[src/rtl/vga_sync_gen.sv]
// 640x480@60 Hz VGA timing generator: pixel-rate enable, h/v pixel counters and
// registered sync / video_on / frame_start decode aligned with the counters.
module vga_sync_gen #(
    parameter int CLK_DIV = 4,
    parameter int H_DISP  = 640,
    parameter int H_FP    = 16,
    parameter int H_SYNC  = 96,
    parameter int H_BP    = 48,
    parameter int V_DISP  = 480,
    parameter int V_FP    = 10,
    parameter int V_SYNC  = 2,
    parameter int V_BP    = 33
) (
    input  logic       i_clk,
    input  logic       i_rst,
    output logic       o_p_tick,
    output logic [9:0] o_pixel_x,
    output logic [9:0] o_pixel_y,
    output logic       o_video_on,
    output logic       o_hsync,
    output logic       o_vsync,
    output logic       o_frame_start
);

    localparam int H_TOTAL = H_DISP + H_FP + H_SYNC + H_BP;
    localparam int V_TOTAL = V_DISP + V_FP + V_SYNC + V_BP;
    localparam int DIV_W   = (CLK_DIV > 1) ? $clog2(CLK_DIV) : 1;

    localparam logic [DIV_W-1:0] DIV_LAST = DIV_W'(CLK_DIV - 1);
    localparam logic [9:0] H_LAST   = 10'(H_TOTAL - 1);
    localparam logic [9:0] V_LAST   = 10'(V_TOTAL - 1);
    localparam logic [9:0] H_VIS    = 10'(H_DISP);
    localparam logic [9:0] V_VIS    = 10'(V_DISP);
    localparam logic [9:0] HS_START = 10'(H_DISP + H_FP);
    localparam logic [9:0] HS_END   = 10'(H_DISP + H_FP + H_SYNC);
    localparam logic [9:0] VS_START = 10'(V_DISP + V_FP);
    localparam logic [9:0] VS_END   = 10'(V_DISP + V_FP + V_SYNC);

    logic [DIV_W-1:0] r_div_cnt;
    logic [DIV_W-1:0] w_div_next;
    logic             r_p_tick;
    logic [9:0]       r_h_count;
    logic [9:0]       r_v_count;
    logic [9:0]       w_h_next;
    logic [9:0]       w_v_next;
    logic             w_frame_wrap;
    logic             r_hsync;
    logic             r_vsync;
    logic             r_video_on;
    logic             r_frame_start;

    // Next-state prescaler and counter values; counters move only in a tick clk.
    always_comb begin
        w_div_next   = (r_div_cnt == DIV_LAST) ? '0 : r_div_cnt + DIV_W'(1);
        w_h_next     = r_h_count;
        w_v_next     = r_v_count;
        w_frame_wrap = 1'b0;
        if (r_p_tick) begin
            if (r_h_count == H_LAST) begin
                w_h_next = 10'd0;
                if (r_v_count == V_LAST) begin
                    w_v_next     = 10'd0;
                    w_frame_wrap = 1'b1;
                end else begin
                    w_v_next = r_v_count + 10'd1;
                end
            end else begin
                w_h_next = r_h_count + 10'd1;
            end
        end else begin
            w_h_next = r_h_count;
        end
    end

    // State registers; decodes use next-state counts so they line up with pixel_x/pixel_y.
    always_ff @(posedge i_clk) begin
        if (i_rst) begin
            r_div_cnt     <= '0;
            r_p_tick      <= 1'b0;
            r_h_count     <= 10'd0;
            r_v_count     <= 10'd0;
            r_hsync       <= 1'b1;
            r_vsync       <= 1'b1;
            r_video_on    <= 1'b0;
            r_frame_start <= 1'b0;
        end else begin
            r_div_cnt     <= w_div_next;
            r_p_tick      <= (w_div_next == DIV_LAST);
            r_h_count     <= w_h_next;
            r_v_count     <= w_v_next;
            r_hsync       <= !((w_h_next >= HS_START) && (w_h_next < HS_END));
            r_vsync       <= !((w_v_next >= VS_START) && (w_v_next < VS_END));
            r_video_on    <= (w_h_next < H_VIS) && (w_v_next < V_VIS);
            r_frame_start <= w_frame_wrap;
        end
    end

    assign o_p_tick      = r_p_tick;
    assign o_pixel_x     = r_h_count;
    assign o_pixel_y     = r_v_count;
    assign o_video_on    = r_video_on;
    assign o_hsync       = r_hsync;
    assign o_vsync       = r_vsync;
    assign o_frame_start = r_frame_start;

endmodule
[config.mk]
export PLATFORM = sky130hd
export DESIGN_NAME = vga_sync_gen
export DESIGN_NICKNAME = d
export VERILOG_FILES = /design/src/rtl/vga_sync_gen.sv
export SDC_FILE = /design/constraint.sdc
export NUM_CORES = 1
export LEC_CHECK = 0
export CORE_AREA = 10 10 64 77
export CTS_CLUSTER_SIZE = 30
export DETAILED_ROUTE_END_ITERATION = 8
export DIE_AREA = 0 0 74 87
export PLACE_DENSITY = 0.61
export SKIP_LAST_GASP = 1
export SYNTH_ARGS = -nofsm -noshare
export SYNTH_HDL_FRONTEND = slang
export SYNTH_SLANG_ARGS = --single-unit
[constraint.sdc]
create_clock -name i_clk -period 3.1 [get_ports i_clk]
set_input_delay 0.93 -clock i_clk [delete_from_list [all_inputs] [get_ports i_clk]]
set_output_delay 0.93 -clock i_clk [all_outputs]
set_load 0.01 [all_outputs]
### Word level (Yosys, flattened, before mapping)

Index checks and enable logic that the tools add are counted.
W data, S select, Z words.

| operators by class | value |
|---|---|
| magnitude comparators | 6 |
| divide/modulo/power cells | 0 |
| reduce and logical (&&, ||, !) cells | 6 |
| $add $sub $neg | 3 |
| multiply operators | 0 |
| bitwise gates (word level) | 2 |
| eq/ne operators | 4 |
| multiplexer cells | 7 |
| shift-type cells | 0 |

Operator list:

| kind | count |
|---|---|
| $mux W10 | 5 |
| $add A10 B1 Y10 const B | 2 |
| $eq A10 B10 Y1 const B | 2 |
| $lt A10 B10 Y1 const B | 2 |
| $lt A10 B9 Y1 const B | 2 |
| $ge A10 B10 Y1 const B | 1 |
| $ge A10 B9 Y1 const B | 1 |
| $eq A2 B2 Y1 const B | 2 |
| $logic_and A1 B1 Y1 | 3 |
| $reduce_or A3 Y1 | 1 |
| $add A2 B1 Y2 const B | 1 |
| $logic_not A1 Y1 | 2 |
| $mux W2 | 1 |
| $not A1 Y1 | 2 |
| $mux W1 | 1 |

| storage, ports and cells | value |
|---|---|
| output and inout port bits | 25 |
| input port bits | 2 |
| ROM bits | 0 |
| word-level logic and storage cells | 36 |
| memory bits (writable) | 0 |
| register bits after elaboration | 27 |
| memories kept | 0 |
| latch bits | 0 |

### Longest topological paths before layout

| logic depth | value |
|---|---|
| depth after elaboration | 7 |
| mapped depth | 9 |
| depth with buffers taken out | 7 |

### Worst setup path before layout

No wires, ideal clock.

| path | value |
|---|---|
| kind | register to register |
| start | reg r_h_count[0], in the netlist o_pixel_x[0] |
| end | reg r_video_on, in the netlist o_video_on |
| setup time | 0.103 ns |
| slack | 1.062 ns |
| data required time | 2.997 ns |
| period minus slack after synthesis | 2.038 ns |
| arrival time | 1.935 ns |
| path buffers | 0 |
| stages on the path, launching flop included | 8 |
| path through | dfxtp_1 > ha_1 > nand4_2 > nor4_4 > nand3_2 > xor2_1 > nor4_4 > a2111oi_2 |

| between the ends | value |
|---|---|
| cells in the longest elaborated chain, start to end | 5 |
| elaborated cells on any way between the ends | 9 |
| classes of those cells | 1 x add/sub; 2 x order compare; 1 x eq/ne; 4 x mux; 1 x reduce/logical |

RTL lines:

| item | RTL line | RTL |
|---|---|---|
| start: declaration | 42 | `logic [9:0] r_h_count;` |
| start signal: assignment | 89 | `r_h_count <= w_h_next;` |
| $add A10 B1 Y10 or $eq A10 B10 Y1 (tied branches) | 68, 59 |  |
| $mux W10 | 59 | `if (r_h_count == H_LAST) begin` |
| $mux W10 | 58 | `if (r_p_tick) begin` |
| $lt A10 B10 Y1 or $lt A10 B9 Y1 (tied branches) | 93 | `r_video_on <= (w_h_next < H_VIS) && (w_v_next < V_VIS);` |
| $logic_and A1 B1 Y1 (*) | 93 |  |
| end signal: assignment | 93 |  |
| end: declaration | 49 | `logic r_video_on;` |

Mark *: on every way between the ends. The rest lies on a longest branch, timed or not.
A chain may end at the register's enable or synchronous reset.

### Final worst setup path

| path | value |
|---|---|
| start | reg r_h_count[5], in the netlist o_pixel_x[5] |
| end | out o_pixel_x[5] |

RTL lines:

| item | RTL line | RTL |
|---|---|---|
| end: declaration | 17 | `output logic [9:0] o_pixel_x,` |

No word-level cell between the ends.

==> results.md <==
* Yosys warning total at 0
* Syn Std Cell Area at 1400 sq um
* CTS root buffer: clkbuf_8
* Skew-Pair Late Insertion Delay at 0.27 ns
* Post-CTS Setup Bufs at 0
* Slowest library cell on the worst path: clkdlybuf4s50_1
* Syn_area_per_cell at between 9 and 10 sq um
* Crit path time final at approximately 2.4 ns
* Initial antenna violation count at 0
* Drt pass-1 iters at 4
* Maximum clock rate at 0.409 GHz
* DP HPWL at 2.39 mm
* Final Core Density at 0.493
* Final worst-path cycle share at 0.788
* Register area share after synthesis at 0.385
* Maxcap violations at 0
* Congestion Overflow GR at 0
* Initial core utilization at 0.399
* Uppermost routed layer: met4
* R2R Path Start: o_pixel_x[0]
* Met2 wire length at roughly 1.5 mm
* Core Footprint at 3510 sq um
* Via density at approximately 5.3
* Commonest non-fill, non-tap cells in the layout: dfxtp_1, clkdlybuf4s50_1, nor2_1
* Row count at 24
* Inserted Clock Buffers at 3
* Cts hold-fix bufs at 0
* Antenna viol nets, final at 0
* RSZ-0062 raised after global routing: no
* TritonCTS clock tree: built
* Required time worst endpoint at 2.17 ns
* Via Count at 1,129
* Fin cells at 215
* CP delay by family, top: buffers and inverters
* WL/cell at 14.6 um
* Clock sinks at 27
* Status: complete, no violations
* R2r setup slk at 0.84 ns
* CTS resizes at 0
* Reg clk slew, reported paths at 0.09 ns
* Hold Fails Final Rpt at 0
* Area contributors post-synth: dfxtp_1, nor2_1, xor2_1
* Worst slew pin tran at approximately 0.47 ns
* Buf/Inv on CP at 1
* Cell Pwr Density at approximately 330 nW/um^2
* Met1 WL at 1.35 mm
* Worst vdd rail ir drop at around 200 uV
* Post-Synthesis Cells at 152
* Post-synth cell types at 40
* Startpoint types: flip-flop
* Leakage power at 0.599 nW
* Crit path largest cell delay at 0.63 ns
* Setup violations, final at 0
* Worst Path Arrival at 1.51 ns
* Iteration-0 DRC Markers at 75
* Slew Limit Fails at 0
* Die ar. at 6440 sq um
* Worst Hold Class: reg -> reg
* Cell count after placement at 211
* Commonest non-fill, non-tap cell in the layout: dfxtp_1
* Worst Skew at 0.00381 ns
* Filler cells at 338
* Die Span X at 74 um
* Largest net degree at the start of global routing at 17
* Placement Setup Slack at between 0.8 and 0.9 ns
* Crit Path Class: reg -> out
* Setup WS post-layout at 0.657 ns
* Min-delay src: r_div_cnt[0]
* Met3 Routed Length at around 240 um
* CP Capture Type: output port
* First-pass GRT wire length at 5.31 mm
* CP Cell Sequence: clkdlybuf4s50_1
* Max_slew headroom at 0.686
* Layout cells sized above 1 at 0.0909
* CTS max path bufs at 2
* GP Congestion at 0.815
* Critical Path Source: o_pixel_x[5]
* # IOs at 27
* Port Buf Inserts at 26
* Area share of the leading cell type in the synthesized netlist at 0.385
* Leading area contributor after synthesis: dfxtp_1
* Htree depth at 1
* P&R area growth vs syn at 23.4%
* Nets at between 150 and 200
* FF+latch count, synth at 27
* Setup TNS at 0 ns
* Global Route Usage Sum at 0.0996
* DRC Markers at 0
* Die height at around 87 um
* WL final at 3.13 mm
* Mapped Nets at 159
* Critical path fanouts, max at 11
* Diode count at 0
* Vias in the first global route at 1,108
sequential cells by signal, indices dropped and copies added, names as in the netlist:
signal	flops
o_frame_start	1
o_pixel_y	10
o_pixel_x	10
o_vsync	1
o_p_tick	1
r_div_cnt	2
o_hsync	1
o_video_on	1
layout make-up:
cell class	count	area, sq um	share of cell area
clock buffer	4	45.0	0.0260
inverter	3	11.3	0.00651
multi-input combinational	114	810	0.468
sequential	27	541	0.312
tap	39	48.8	0.0282
timing repair buffer	28	275	0.159
worst paths after layout:
kind,to,cells past startpoint
hold / removal,r_div_cnt[0],1
hold reg to reg,r_div_cnt[0],1
setup reg to reg,o_video_on,8
setup / recovery,o_pixel_x[5],1
Yosys cell counts (all sizes together):
library cell,instances
ha,5
and2,2
buf,4
nand4,9
nor3,6
o2111ai,1
nor2,24
or2,1
o21a,1
mux2i,1
nand4b,1
inv,3
o211ai,2
nor4,4
a21oi,5
nand2b,4
nand2,9
nor4bb,1
xor2,10
and4,1
nor4b,1
and3,4
o22ai,2
clkbuf,4
dfxtp,27
nand4bb,1
a2111oi,1
o2111a,1
nand3,6
o21ai,3
xnor2,5
nor2b,3
where the power goes:
group | total (W) | internal, W | switching, W
Combinational | 0.0000240 | 0.0000120 | 0.0000120
Clock | 0.000194 | 0.0000918 | 0.000103
Sequential | 0.000359 | 0.000352 | 0.00000614
Total | 0.000577 | 0.000456 | 0.000121
cells by family after synthesis:
| kind of cell | share of synthesized area |
|---|---|
| flops | 0.385 |
| xor+xnor | 0.0990 |
| simple gates | 0.343 |
| fa+ha+maj | 0.0446 |
| mux | 0.00714 |
| compound gates | 0.0830 |
| buf+inv | 0.0375 |
metrics by stage:
step           hold slack [ns]  power, W  instance area, sq um
2_1_floorplan            0.425  0.000381                  1400
3_3_place_gp             0.435  0.000390                  1690
3_5_place_dp             0.448  0.000391                  1690
4_1_cts                  0.461  0.000586                  1730
5_1_grt                  0.485  0.000605                  1730
6_report                 0.458  0.000577                  1730
per-layer routing:
metal	global-route usage	up-vias
met5	0	-
met4	0.0255	0
met3	0.0365	2
met2	0.164	22
met1	0.118	523
li1	-	582
Power figures use the tool's default switching activity.
==> edit: new RTL, config.mk and constraints unchanged <==
Register the output `o_vsync` once more, with the module's reset; this adds one clock of latency there. The other outputs are not delayed to match.
--- a/src/rtl/vga_sync_gen.sv
+++ b/src/rtl/vga_sync_gen.sv
@@ -100,7 +100,13 @@
     assign o_pixel_y     = r_v_count;
     assign o_video_on    = r_video_on;
     assign o_hsync       = r_hsync;
-    assign o_vsync       = r_vsync;
+    always_ff @(posedge i_clk) begin
+        if (i_rst) begin
+            o_vsync <= '0;
+        end else begin
+            o_vsync <= r_vsync;
+        end
+    end
     assign o_frame_start = r_frame_start;
 
 endmodule
Function: changed (a bounded check fails within 4 cycles, from zero or initial values and one cycle with i_rst high).
==> edit against the unedited design <==
Setup slack improved by 57 ps. Cell count rose by 3.7%. Routed wire length fell by 1.9%. Design area fell by 1.4%. Sequential cell count rose by 1. Global-route usage rose by 0.25 points. Power rose by 2.5%. Non-clock buffer count did not move. Synthesized area fell by 2.2%.
==> edit: results (changes against the unedited design) <==
Synthesis
  • Post-synthesis compound-gate area fraction: 9.85% (+1.6 points)
  • Synth cell count leaders: dfxtp_1, nor2_1, nand2_1
  • Unique cell type count in the Yosys netlist: 38 (-5.0%)
  • Adder-cell share of the synthesized area: 4.56% (+0.10 points)
  • Mux share of post-synthesis cell area: 1.64% (+0.93 points)
  • Post-synthesis sequential area ratio: 40.9% (+2.3 points)
  • Mapped Nets: 167 (+5.0%)
  • Synth Area in XOR/XNOR: 9.58% (-0.32 points)
  • Avg Synthesized Cell Area: 8.57 um2 (-7.1%)

Critical path
  • Arrival time at the worst endpoint: 1460 ps (-50 ps)
  • Reg2Reg Setup Slack: 950 ps (+110 ps)
  • CP Max Fanout: 12 (+1)

Placed design
  • Placed Area: 1670 um2 (-1.2%)
  • Inst Count DP: 220 (+4.3%)
  • Place WS: 944 ps (+85.6 ps)
  • Detailed placement HPWL: 2340 um (-1.8%)

Outcome
  • Status: finished clean

Global route
  • Largest net degree at the start of global routing: 19 (+2)
  • First-pass GRT wire length: 5350 um (+0.90%)
  • Total Routing Usage GR: 10.2% (+0.25 points)

Power and ir drop
  • Net Switching: 0.124 mW (+2.9%)
  • Leak Pwr: 0.618 nW (+3.2%)

Routing
  • Routed via count: 1179 (+4.4%)
  • Routed wire length: 3070 um (-1.9%)

Final layout
  • Fin nets: 193 (+4.9%)

Timing
  • Clock skew: 2.42 ps (-1.38 ps)
edit: kinds of logic after synthesis:
| family | Yosys count |
|---|---|
| buffers and inverters | 12 |
| AOI/OAI and AO/OA | 22 |
| adders and majority gates | 5 |
| and+or+nand+nor | 76 |
| xor gates and xnor gates | 15 |
| muxes | 2 |
| DFF | 28 |
edit: cell type report:
class / count / area, um2
fillers: 340 / 1810
repair buffers: 28 / 275
multi-input cells: 120 / 762
inverters: 5 / 18.8
flip-flops and latches: 28 / 561
clock buffers: 3 / 41.3
well taps: 39 / 48.8
edit: how the worst min path moves through the flow:
stage	slack (ps)	end	startpoint
floorplan	410	o_vsync	r_vsync
global placement	430	o_vsync	r_vsync
detailed placement	440	o_vsync	r_vsync
CTS	460	o_vsync	r_vsync
global route	470	o_vsync	r_vsync
finish	460	o_vsync	r_vsync
edit: metal layers:
metal	vias to the layer above	global-route usage [%]	routed length, um
li1	604	-	-
met2	29	16.4	1400
met4	0	4.07	39
met1	542	11.5	1310
met3	4	4.45	313
met5	-	0	0
edit: power groups by stage:
stage | clock network (mW) | registers [mW] | logic, mW
2_1_floorplan | 0 | 0.380 | 0.0134
3_3_place_gp | 0 | 0.379 | 0.0258
3_5_place_dp | 0 | 0.380 | 0.0271
4_1_cts | 0.196 | 0.372 | 0.0271
5_1_grt | 0.210 | 0.373 | 0.0296
6_report | 0.193 | 0.371 | 0.0264
